`src/rtl/controleur_banc.sv`:
```
// controleur_banc: operand-fetch / write-back controller in front of banc_registre.
// Issues decoded instructions through a one-deep output register, tracks
// in-flight writes with a 16-bit scoreboard and forwards same-cycle write-back data.
module controleur_banc (
  input  logic       CLK,
  input  logic       RST,
  input  logic       IN_VALID,
  output logic       IN_READY,
  input  logic [3:0] IN_OP,
  input  logic       IN_WR,
  input  logic [3:0] IN_DST,
  input  logic       IN_UA,
  input  logic       IN_UB,
  input  logic [3:0] IN_SRA,
  input  logic [3:0] IN_SRB,
  output logic [3:0] aA,
  output logic [3:0] aB,
  input  logic [7:0] QA,
  input  logic [7:0] QB,
  output logic [3:0] aW,
  output logic       W,
  output logic [7:0] DATA,
  input  logic       WB_EN,
  input  logic [3:0] WB_ADDR,
  input  logic [7:0] WB_DATA,
  output logic       OUT_VALID,
  input  logic       OUT_READY,
  output logic [3:0] OUT_OP,
  output logic       OUT_WR,
  output logic [3:0] OUT_DST,
  output logic [7:0] OUT_VA,
  output logic [7:0] OUT_VB,
  output logic [4:0] PEND_CNT
);

  logic [15:0] pend_q, pend_d;
  logic [4:0]  pend_cnt_q, pend_cnt_d;
  logic        out_valid_q, out_valid_d;
  logic [3:0]  out_op_q, out_op_d;
  logic        out_wr_q, out_wr_d;
  logic [3:0]  out_dst_q, out_dst_d;
  logic [7:0]  out_va_q, out_va_d;
  logic [7:0]  out_vb_q, out_vb_d;

  logic fwd_a, fwd_b;
  logic haz_a, haz_b, haz_w;
  logic acc;
  logic clr_hit, set_new;

  // Register-file ports are pure pass-through; the file commits on the same edge that clears pend.
  assign aA   = IN_SRA;
  assign aB   = IN_SRB;
  assign aW   = WB_ADDR;
  assign W    = WB_EN;
  assign DATA = WB_DATA;

  // A write-back landing this cycle both supplies the operand and releases a RAW hazard.
  assign fwd_a = WB_EN && (WB_ADDR == IN_SRA);
  assign fwd_b = WB_EN && (WB_ADDR == IN_SRB);
  assign haz_a = IN_UA && pend_q[IN_SRA] && !fwd_a;
  assign haz_b = IN_UB && pend_q[IN_SRB] && !fwd_b;
  // Only one outstanding write per register, so a pending destination always stalls.
  assign haz_w = IN_WR && pend_q[IN_DST];

  assign IN_READY = !(haz_a || haz_b || haz_w) && (!out_valid_q || OUT_READY);
  assign acc      = IN_VALID && IN_READY;

  // Output register: load on accept, drop valid when drained, otherwise hold.
  always_comb begin
    out_valid_d = out_valid_q;
    out_op_d    = out_op_q;
    out_wr_d    = out_wr_q;
    out_dst_d   = out_dst_q;
    out_va_d    = out_va_q;
    out_vb_d    = out_vb_q;
    if (acc) begin
      out_valid_d = 1'b1;
      out_op_d    = IN_OP;
      out_wr_d    = IN_WR;
      out_dst_d   = IN_DST;
      out_va_d    = IN_UA ? (fwd_a ? WB_DATA : QA) : 8'h00;
      out_vb_d    = IN_UB ? (fwd_b ? WB_DATA : QB) : 8'h00;
    end else if (OUT_READY) begin
      out_valid_d = 1'b0;
    end
  end

  // Scoreboard: clear on write-back first, then set for the accepted writer so the set wins.
  always_comb begin
    pend_d  = pend_q;
    clr_hit = 1'b0;
    set_new = 1'b0;
    if (WB_EN) begin
      clr_hit         = pend_q[WB_ADDR];
      pend_d[WB_ADDR] = 1'b0;
    end
    if (acc && IN_WR) begin
      set_new        = !pend_d[IN_DST];
      pend_d[IN_DST] = 1'b1;
    end
    pend_cnt_d = pend_cnt_q + {4'b0000, set_new} - {4'b0000, clr_hit};
  end

  // State registers; reset drops the in-flight instruction and every pending write.
  always_ff @(posedge CLK or posedge RST) begin
    if (RST) begin
      pend_q      <= 16'h0000;
      pend_cnt_q  <= 5'd0;
      out_valid_q <= 1'b0;
      out_op_q    <= 4'h0;
      out_wr_q    <= 1'b0;
      out_dst_q   <= 4'h0;
      out_va_q    <= 8'h00;
      out_vb_q    <= 8'h00;
    end else begin
      pend_q      <= pend_d;
      pend_cnt_q  <= pend_cnt_d;
      out_valid_q <= out_valid_d;
      out_op_q    <= out_op_d;
      out_wr_q    <= out_wr_d;
      out_dst_q   <= out_dst_d;
      out_va_q    <= out_va_d;
      out_vb_q    <= out_vb_d;
    end
  end

  assign OUT_VALID = out_valid_q;
  assign OUT_OP    = out_op_q;
  assign OUT_WR    = out_wr_q;
  assign OUT_DST   = out_dst_q;
  assign OUT_VA    = out_va_q;
  assign OUT_VB    = out_vb_q;
  assign PEND_CNT  = pend_cnt_q;

endmodule

```
`config.mk`:
```
export PLATFORM = sky130hd
export DESIGN_NAME = controleur_banc
export DESIGN_NICKNAME = d
export VERILOG_FILES = /design/src/rtl/controleur_banc.sv
export SDC_FILE = /design/constraint.sdc
export NUM_CORES = 1
export LEC_CHECK = 0
export CAP_MARGIN = 20
export CORE_ASPECT_RATIO = 2
export CORE_UTILIZATION = 47
export CTS_BUF_LIST = sky130_fd_sc_hd__clkbuf_8
export DETAILED_ROUTE_END_ITERATION = 10
export PLACE_DENSITY = 0.82
export RECOVER_POWER = 50
export SYNTH_ARGS = -nofsm -noshare
export SYNTH_HDL_FRONTEND = slang
export SYNTH_SLANG_ARGS = --single-unit
```
`constraint.sdc`:
```
create_clock -name CLK -period 4.7 [get_ports CLK]
set_input_delay 0.705 -clock CLK [delete_from_list [all_inputs] [get_ports CLK]]
set_output_delay 0.705 -clock CLK [all_outputs]
set_load 0.03 [all_outputs]
```
==> impl_metrics.yaml, run 1 <==
yosys:
  ys_seq_area_share_pct: 38.2
  yosysWarnings: 0
  syn_inst: 266
  async_flop_share_pct: 100
  synth.distinct_cells: 39
  synth_edf_count: 0
  synth_flop_cell: "dfrtp_1"
  synthesis.area_um2: 3080
  synth_nets: 324
  avgSynthCellArea_um2: 11.6
  synth-seq-cells: 47
clocking:
  h-tree-depth: 2
  cts_root_buf: "clkbuf_8"
  cts_max_path_buffers: 2
  postCtsHoldBufs: 0
  path_clk_slew_ps: 80
  numCtsBuffers: 5
  clock_latency_ps: 320
  cts_resized: 0
  cts_sinks: 47
  postCtsSetupBuffers: 0
  cts_tree: "yes"
outcome:
  violations: "max-capacitance violations, max-slew violations"
  status: "finished with violations"
finish:
  design_area_um2: 4130
  fillers: 529
  area_growth_pct: 34.2
  diodes: 0
  final_common_cell: "clkdlybuf4s50_1"
  final_nets: 405
  final_cell_mix: "76 x clkdlybuf4s50_1, 47 x dfrtp_1, 27 x dlygate4sd3_1"
  final_cells: 434
  layout-drive-gt1-share_pct: 17.0
die:
  num_rows: 41
  die_h_um: 116
  die_w_um: 59.2
  ios: 105
  initial_core_util_pct: 48.8
  core_area_um2: 6310
  die-area_um2: 6900
critical_path:
  worst-path-max-fanout: 19
  end_kind: "output pin"
  startpoint_type: "input port"
  critPathArrivalTime_ps: 3440
  cpPeakStageDelay_ps: 630
  worst-setup-path-type: "input port to output pin"
  crit_chain: "clkdlybuf4s50_1, mux4_2, nor2b_1, a211o_1, a32o_2, or3_4, inv_1, buf_12"
  cp.required_ps: 3990
  slowest_stage: "clkdlybuf4s50_1"
global_routing:
  grtUsageTotal_pct: 27.3
  antenna_found_initial: 0
  grt_max_degree: 48
  grt_pass1_vias: 2637
  grt_pass1_wl_um: 13500
  overflow: 0
sta:
  hold_violations: 0
  finalSetupTns_ps: 0
  tightest_slew_ps: 2090
  slew_viol_final: 40
  slew_headroom_pct: -39.1
  finalCriticalPeriod_ps: 4140
  setup_viol: 0
  period_share_pct: 88.2
  rsz0062_at_grt: "false"
  finClkSkew_ps: 7.33
  max_freq_ghz: 0.241
placed_design:
  dpl-instance-area_um2: 4050
  placedCellCount: 425
  hpwl_um: 6650
  place.gp.congestion: 0.888
  numPortBuffers: 104
power_and_ir_drop:
  power.density_nw_per_um2: 442
  p_leak_nw: 1.70
  ir_worst_vdd_v: 0.000300
route:
  wirelength_um: 8540
  drc: 0
  drtPass1Iterations: 4
  via_per_inst: 5.75
  first_iter_violations: 99
  vias: 2496
  antenna_left: 0
  wl_per_cell_um: 19.7
min_path:
  hold_class: "flip-flop to flip-flop"
flow_run:
  max_cap_viol_count: 1
[report_power, final]
part           internal (mW)  switching (mW)
Clock                  0.102           0.144
Sequential             0.534           0.113
Combinational          0.435           0.498
Total                   1.07           0.754
[cells in the mapped netlist (all sizes together), types with 4 or more instances]
| library cell | n | area [µm²] |
|---|---|---|
| a22o | 8 | 70.1 |
| clkbuf | 8 | 30.0 |
| mux2 | 19 | 214 |
| nand2b | 4 | 25.0 |
| buf | 32 | 238 |
| nand2 | 9 | 33.8 |
| xor2 | 7 | 61.3 |
| mux2i | 13 | 130 |
| o21ai | 23 | 115 |
| o41ai | 8 | 70.1 |
| ha | 5 | 62.6 |
| or3b | 4 | 35.0 |
| dfrtp | 47 | 1180 |
| nand3b | 5 | 37.5 |
| nand3 | 5 | 25.0 |
| mux4 | 17 | 394 |
| inv | 9 | 33.8 |
| xnor2 | 5 | 43.8 |
| o31ai | 17 | 128 |
[cell type report]
cell class / count / area (µm²) / area share, %
Multi-Input combinational cell: 169 / 1610 / 38.8
Timing Repair Buffer: 114 / 1120 / 27.1
Tap cell: 86 / 108 / 2.60
Sequential cell: 47 / 1180 / 28.5
Clock buffer: 5 / 68.8 / 1.66
Clock inverter: 3 / 16.3 / 0.393
Inverter: 10 / 37.5 / 0.908
[layer usage]
metal,up-vias,track usage [%],part of all wire (%)
li1,1143,-,-
met1,1218,27.4,34
met2,112,51.0,58
met3,23,4.32,5.0
met4,0,15.2,3.7
met5,-,0,0
[registers in the layout, summed over array words and instances, names as in the netlist]
| register | cells |
|---|---|
| pend_q | 16 |
| OUT_VA | 8 |
| OUT_VB | 8 |
| PEND_CNT | 5 |
| OUT_DST | 4 |
| OUT_OP | 4 |
| OUT_VALID | 1 |
| OUT_WR | 1 |
[logic make-up (layout without fill, tap and decap cells)]
logic type | after synthesis | after routing | share of synthesized area [%]
compound gates | 64 | 64 | 14.6
mux | 49 | 49 | 24.0
flops | 47 | 47 | 38.2
simple gates | 38 | 38 | 7.23
fa+ha+maj | 6 | 6 | 2.68
buf+inv | 50 | 132 | 9.91
xor+xnor | 12 | 12 | 3.41
[stage by stage]
step                setup slack, ps  power, mW  util (%)  hold slack (ps)
global route                    434       1.93      65.5              527
detailed placement              296       1.62      64.1              495
finish                          555       1.83      65.5              506
floorplan                       570       1.25         -              490
CTS                             550       1.87      65.5              515
global placement                387       1.58      64.1              488
[worst paths after layout]
check | cells past startpoint | slack [ps] | endpoint | start
max | 8 | 560 | IN_READY | IN_SRB[0]
min reg2reg | 1 | 510 | OUT_VB[0]$_DFFE_PP0N_ | OUT_VB[0]$_DFFE_PP0N_
min in group asynchronous | 2 | 780 | PEND_CNT[2]$_DFF_PP0_ | RST
min | 1 | 510 | OUT_VB[0]$_DFFE_PP0N_ | OUT_VB[0]$_DFFE_PP0N_
max reg2reg | 13 | 1230 | PEND_CNT[4]$_DFF_PP0_ | pend_q[5]$_DFF_PP0_
max in group asynchronous | 3 | 1650 | OUT_VA[6]$_DFFE_PP0N_ | RST
[worst max-delay path, delay by kind of cell]
| family | cells | cell delay [ps] |
|---|---|---|
| AOI/OAI and AO/OA | 2 | 640 |
| buffers and inverters | 3 | 880 |
| muxes | 1 | 530 |
| and+or+nand+nor | 2 | 670 |
Power figures use the tool's default switching activity.
==> run 2: changes to the inputs <==
==> constraint.sdc (replaced) <==
create_clock -name CLK -period 4.7 [get_ports CLK]
set_input_delay 0.94 -clock CLK [delete_from_list [all_inputs] [get_ports CLK]]
set_output_delay 0.94 -clock CLK [all_outputs]
set_load 0.03 [all_outputs]
==> impl_metrics.yaml, run 2 (synthesis gave the netlist of run 1 again) <==
sta:
  setup_viol: 0
  slew_viol_final: 48
  finClkSkew_ps: 6.30
  max_freq_ghz: 0.228
  period_share_pct: 93.3
  rsz0062_at_grt: "false"
  slew_headroom_pct: -15.8
  fin_ws_ps: 315
  finalSetupTns_ps: 0
  tightest_slew_ps: 1730
  hold_violations: 0
  finalCriticalPeriod_ps: 4390
outcome:
  violations: "max-capacitance violations, max-slew violations"
  status: "finished with violations"
placed_design:
  place.gp.congestion: 0.884
  numPortBuffers: 104
  dp_slack_ps: 113
  hpwl_um: 6770
  dpl-instance-area_um2: 4070
route:
  via_per_inst: 5.86
  drtPass1Iterations: 4
  drc: 0
  vias: 2556
  wl_per_cell_um: 19.5
  first_iter_violations: 121
  antenna_left: 0
  wirelength_um: 8520
die:
  num_rows: 41
  core_area_um2: 6310
  die_h_um: 116
  die_w_um: 59.2
  die-area_um2: 6900
  ios: 105
  initial_core_util_pct: 48.8
critical_path:
  cp.required_ps: 3760
  worst-path-max-fanout: 5
  rr_worst_depth: 13
  slowest_stage: "clkdlybuf4s50_1"
  cpPeakStageDelay_ps: 620
  crit_chain: "clkdlybuf4s50_1, mux4_2, nor2b_1, a211o_1, a32o_2, or3_4, inv_1, buf_12"
  startpoint_type: "input port"
  worst-r2r-setup-slack_ps: 1260
  end_kind: "output pin"
  worst-setup-path-type: "input port to output pin"
  rr_startpoint: "pend_q[12]$_DFF_PP0_"
  rr_endpoint: "PEND_CNT[4]$_DFF_PP0_"
  critPathArrivalTime_ps: 3450
clocking:
  cts_tree: "yes"
  h-tree-depth: 2
  cts_root_buf: "clkbuf_8"
  clock_latency_ps: 300
  postCtsHoldBufs: 0
  cts_resized: 0
  numCtsBuffers: 5
  cts_max_path_buffers: 2
  path_clk_slew_ps: 90
  postCtsSetupBuffers: 0
  cts_sinks: 47
global_routing:
  grt_pass1_wl_um: 13200
  overflow: 0
  grt_pass1_vias: 2713
  grtUsageTotal_pct: 26.5
  antenna_found_initial: 0
  grt_max_degree: 48
finish:
  final_nets: 407
  layout-drive-gt1-share_pct: 17.7
  regMostFlops: "pend_q"
  design_area_um2: 4150
  largest_reg_flops: 16
  final_common_cell: "clkdlybuf4s50_1"
  final_cell_mix: "76 x clkdlybuf4s50_1, 47 x dfrtp_1, 27 x dlygate4sd3_1"
  area_growth_pct: 34.8
  diodes: 0
power_and_ir_drop:
  power.density_nw_per_um2: 440
  p_leak_nw: 1.71
  power.total_mw: 1.83
  ir_worst_vdd_v: 0.000385
flow_run:
  max_cap_viol_count: 1
min_path:
  min_to: "OUT_OP[3]$_DFFE_PP0N_"
  min_path_cells: 1
  hold_class: "flip-flop to flip-flop"
  hp-start: "OUT_OP[3]$_DFFE_PP0N_"
run 2: cell count changes in the layout (fill, tap and decap cells not counted), sizes merged:
cell    change
buf         +3
clkbuf      -1
run 2: routing by layer:
metal	GRT usage, %	vias to the layer above	share of wire, %	routed length [µm]
met4	15.7	0	5.1	432
met5	0	-	0	0
met1	23.4	1234	30	2560
li1	-	1150	-	-
met3	4.21	34	5.9	501
met2	52.3	138	59	5020
run 2: worst max-delay path, delay by kind of cell:
kind	cells	cell delay, ps
compound gates	2	560
buf+inv	3	840
mux	1	550
simple gates	2	540
run 2: final cells by class:
class / count / area [µm²]
multi-input cells: 169 / 1610
clock inverters: 3 / 16.3
well taps: 86 / 108
fillers: 509 / 2160
flip-flops and latches: 47 / 1180
repair buffers: 116 / 1140
inverters: 10 / 37.5
clock buffers: 5 / 68.8
run 2: per-stage QoR:
| stage | std cells | hold slack [ps] | util, % |
|---|---|---|---|
| 3_3_place_gp | 428 | 486 | 64.5 |
| 3_5_place_dp | 428 | 494 | 64.5 |
| 5_1_grt | 436 | 523 | 65.8 |
| 4_1_cts | 436 | 515 | 65.8 |
| 6_report | 436 | 505 | 65.8 |
| 2_1_floorplan | 266 | 490 | - |
run 2: power breakdown:
part	leakage [nW]	switching, mW	internal (mW)
registers	0.593	0.107	0.534
clock network	0.0453	0.133	0.102
logic	1.07	0.510	0.442
total	1.71	0.750	1.08
run 2: worst max path at each step:
stage | depth (start not counted) | end | from
2_1_floorplan | 16 | PEND_CNT[4]$_DFF_PP0_ | IN_DST[0]
3_3_place_gp | 14 | PEND_CNT[4]$_DFF_PP0_ | IN_SRA[0]
3_5_place_dp | 14 | PEND_CNT[4]$_DFF_PP0_ | IN_SRA[0]
4_1_cts | 8 | IN_READY | IN_SRB[0]
5_1_grt | 14 | PEND_CNT[4]$_DFF_PP0_ | IN_SRA[0]
6_report | 8 | IN_READY | IN_SRB[0]
==> run 3: changes to the inputs <==
--- a/config.mk
+++ b/config.mk
@@ -7,8 +7,9 @@
 export LEC_CHECK = 0
+export ABC_AREA = 1
 export CAP_MARGIN = 20
 export CORE_ASPECT_RATIO = 2
-export CORE_UTILIZATION = 47
+export CORE_UTILIZATION = 49
 export CTS_BUF_LIST = sky130_fd_sc_hd__clkbuf_8
 export DETAILED_ROUTE_END_ITERATION = 10
-export PLACE_DENSITY = 0.82
+export PLACE_DENSITY = 0.84
 export RECOVER_POWER = 50
==> constraint.sdc (replaced) <==
create_clock -name CLK -period 4.7 [get_ports CLK]
set_input_delay 0.47 -clock CLK [delete_from_list [all_inputs] [get_ports CLK]]
set_output_delay 0.47 -clock CLK [all_outputs]
set_load 0.1 [all_outputs]
==> impl_metrics.yaml, run 3 <==
min_path:
  hold_class: "flip-flop to flip-flop"
  min_path_cells: 2
placed_design:
  placedCellCount: 646
  hpwl_um: 8720
  dpl-instance-area_um2: 4240
  numPortBuffers: 104
  place.gp.congestion: 0.984
finish:
  final_cell_mix: "165 x nand2_1, 76 x clkdlybuf4s50_1, 57 x nand3_1"
  area_growth_pct: 29.4
  final_common_cell: "nand2_1"
  diodes: 0
  layout-drive-gt1-share_pct: 4.23
  regMostFlops: "pend_q"
  final_nets: 624
  final_cells: 655
  largest_reg_flops: 16
  utilization_pct: 65.3
  design_area_um2: 4330
yosys:
  yosys.area.top_type: "dfrtp_1"
  synth-seq-cells: 47
  synth-xor-area-share_pct: 1.31
  synthMuxAreaShare_pct: 0
  synthMostInstantiatedCell: "nand2_1"
  syn_inst: 493
  synth_top_area_share_pct: 35.2
  avgSynthCellArea_um2: 6.78
  synth_simple_gate_area_share_pct: 35.7
  synth.distinct_cells: 33
  ys_seq_area_share_pct: 35.2
  ys_top_cells_by_area: "dfrtp_1 35%, nand2_1 19%, nand3_1 8.5%"
  synth_fa_ha_area_share_pct: 2.47
  synthesis.area_um2: 3340
  synth_compound_area_share_pct: 11.8
  synth_flop_cell: "dfrtp_1"
  async_flop_share_pct: 100
  synth_edf_count: 0
  yosysWarnings: 0
  synthTopCellsByCount: "165 x nand2_1, 57 x nand3_1, 47 x dfrtp_1"
  synth_top_family_by_area: "simple AND/OR/NAND/NOR gates"
  synth_nets: 551
global_routing:
  overflow: 0
  grt_max_degree: 48
  grt_pass1_wl_um: 17100
  grtUsageTotal_pct: 32.9
  grt_pass1_vias: 3450
  antenna_found_initial: 0
sta:
  slew_headroom_pct: -48.6
  tightest_slew_ps: 2230
  period_share_pct: 76.3
  rsz0062_at_grt: "false"
  finalSetupTns_ps: 0
  hold_violations: 0
  max_freq_ghz: 0.279
  slew_viol_final: 42
  finClkSkew_ps: 10.8
  finalCriticalPeriod_ps: 3580
  setup_viol: 0
power_and_ir_drop:
  power.total_mw: 2.06
  p_leak_nw: 2.15
  ir_worst_vdd_v: 0.000364
  power.density_nw_per_um2: 476
clocking:
  cts_root_buf: "clkbuf_8"
  cts_max_path_buffers: 2
  postCtsHoldBufs: 0
  postCtsSetupBuffers: 0
  cts_sinks: 47
  cts_tree: "yes"
  path_clk_slew_ps: 90
  clock_latency_ps: 310
  h-tree-depth: 2
  numCtsBuffers: 5
  cts_resized: 0
route:
  first_iter_violations: 207
  drtPass1Iterations: 7
  drc: 0
  vias: 3603
  via_per_inst: 5.50
  antenna_left: 0
  wirelength_um: 11100
  wl_per_cell_um: 16.9
die:
  core_area_um2: 6620
  die_w_um: 60.4
  die-area_um2: 7180
  initial_core_util_pct: 50.5
  ios: 105
  die_h_um: 119
  num_rows: 42
outcome:
  status: "finished with violations"
  violations: "max-capacitance violations, max-slew violations"
flow_run:
  max_cap_viol_count: 1
critical_path:
  critPathArrivalTime_ps: 3110
  cp.required_ps: 4230
  end_kind: "output pin"
  worst-path-max-fanout: 42
  startpoint_type: "input port"
  worst-setup-path-type: "input port to output pin"
  rr_worst_depth: 17
## run 3: cell count changes after synthesis, sizes merged, moves of 13 or more
cell	previous run	this run
nor2	3	33
nand2	9	167
mux4	17	0
o21ai	23	45
nand4	0	18
mux2	19	0
mux2i	13	0
nand3	5	58
inv	9	47
o31ai	17	2
## run 3: metrics by stage
stage	setup slack, ps	hold WS, ps
final	1120	475
after global routing	912	499
after CTS	1120	484
after detailed placement	830	463
after global placement	950	455
after floorplan	1810	471
## run 3: final timing paths
kind,endpoint,from,slack [ps]
worst max-delay path,IN_READY,IN_SRB[0],1120
worst min register to register,OUT_VB[6]$_DFFE_PP0N_,OUT_VB[6]$_DFFE_PP0N_,470
max in group asynchronous,OUT_VA[7]$_DFFE_PP0N_,RST,1810
min in group asynchronous,OUT_OP[3]$_DFFE_PP0N_,RST,520
worst max register to register,PEND_CNT[4]$_DFF_PP0_,pend_q[2]$_DFF_PP0_,1820
worst min-delay path,OUT_VB[6]$_DFFE_PP0N_,OUT_VB[6]$_DFFE_PP0N_,470
## run 3: metal layers
| metal | GRT usage (%) | up-vias | wire length (µm) |
|---|---|---|---|
| met5 | 0 | - | 0 |
| met4 | 22.2 | 0 | 775 |
| met2 | 60.4 | 149 | 6210 |
| met1 | 31.3 | 1682 | 3640 |
| met3 | 3.91 | 39 | 469 |
| li1 | - | 1733 | - |
## run 3: logic make-up (layout without fill, tap and decap cells)
group / count (synthesis) / count (layout)
AOI/OAI and AO/OA: 70 / 70
xor gates and xnor gates: 5 / 5
adders and majority gates: 6 / 6
buffers and inverters: 89 / 163
DFF: 47 / 47
and+or+nand+nor: 276 / 276
## run 3: cell type report
type / instances / area, µm²
clock buffers: 5 / 68.8
clock inverters: 3 / 16.3
fillers: 636 / 2290
inverters: 47 / 176
multi-input cells: 357 / 1710
flip-flops and latches: 47 / 1180
well taps: 88 / 110
repair buffers: 108 / 1060
## run 3: power breakdown
group | switching, mW | internal [mW] | leakage (nW)
Clock | 0.144 | 0.102 | 0.0453
Sequential | 0.0736 | 0.506 | 0.602
Combinational | 0.943 | 0.292 | 1.51
Total | 1.16 | 0.900 | 2.15
## run 3: critical path: stages
cell,delay [ps]
clkdlybuf4s50_1,730
inv_2,170
nand2_1,90
nand2_1,70
nor2_2,80
nand4_2,200
nand2_1,140
inv_2,90
nand2_2,80
nand3_2,120
nor2_8,110
buf_4,380
buf_4,370
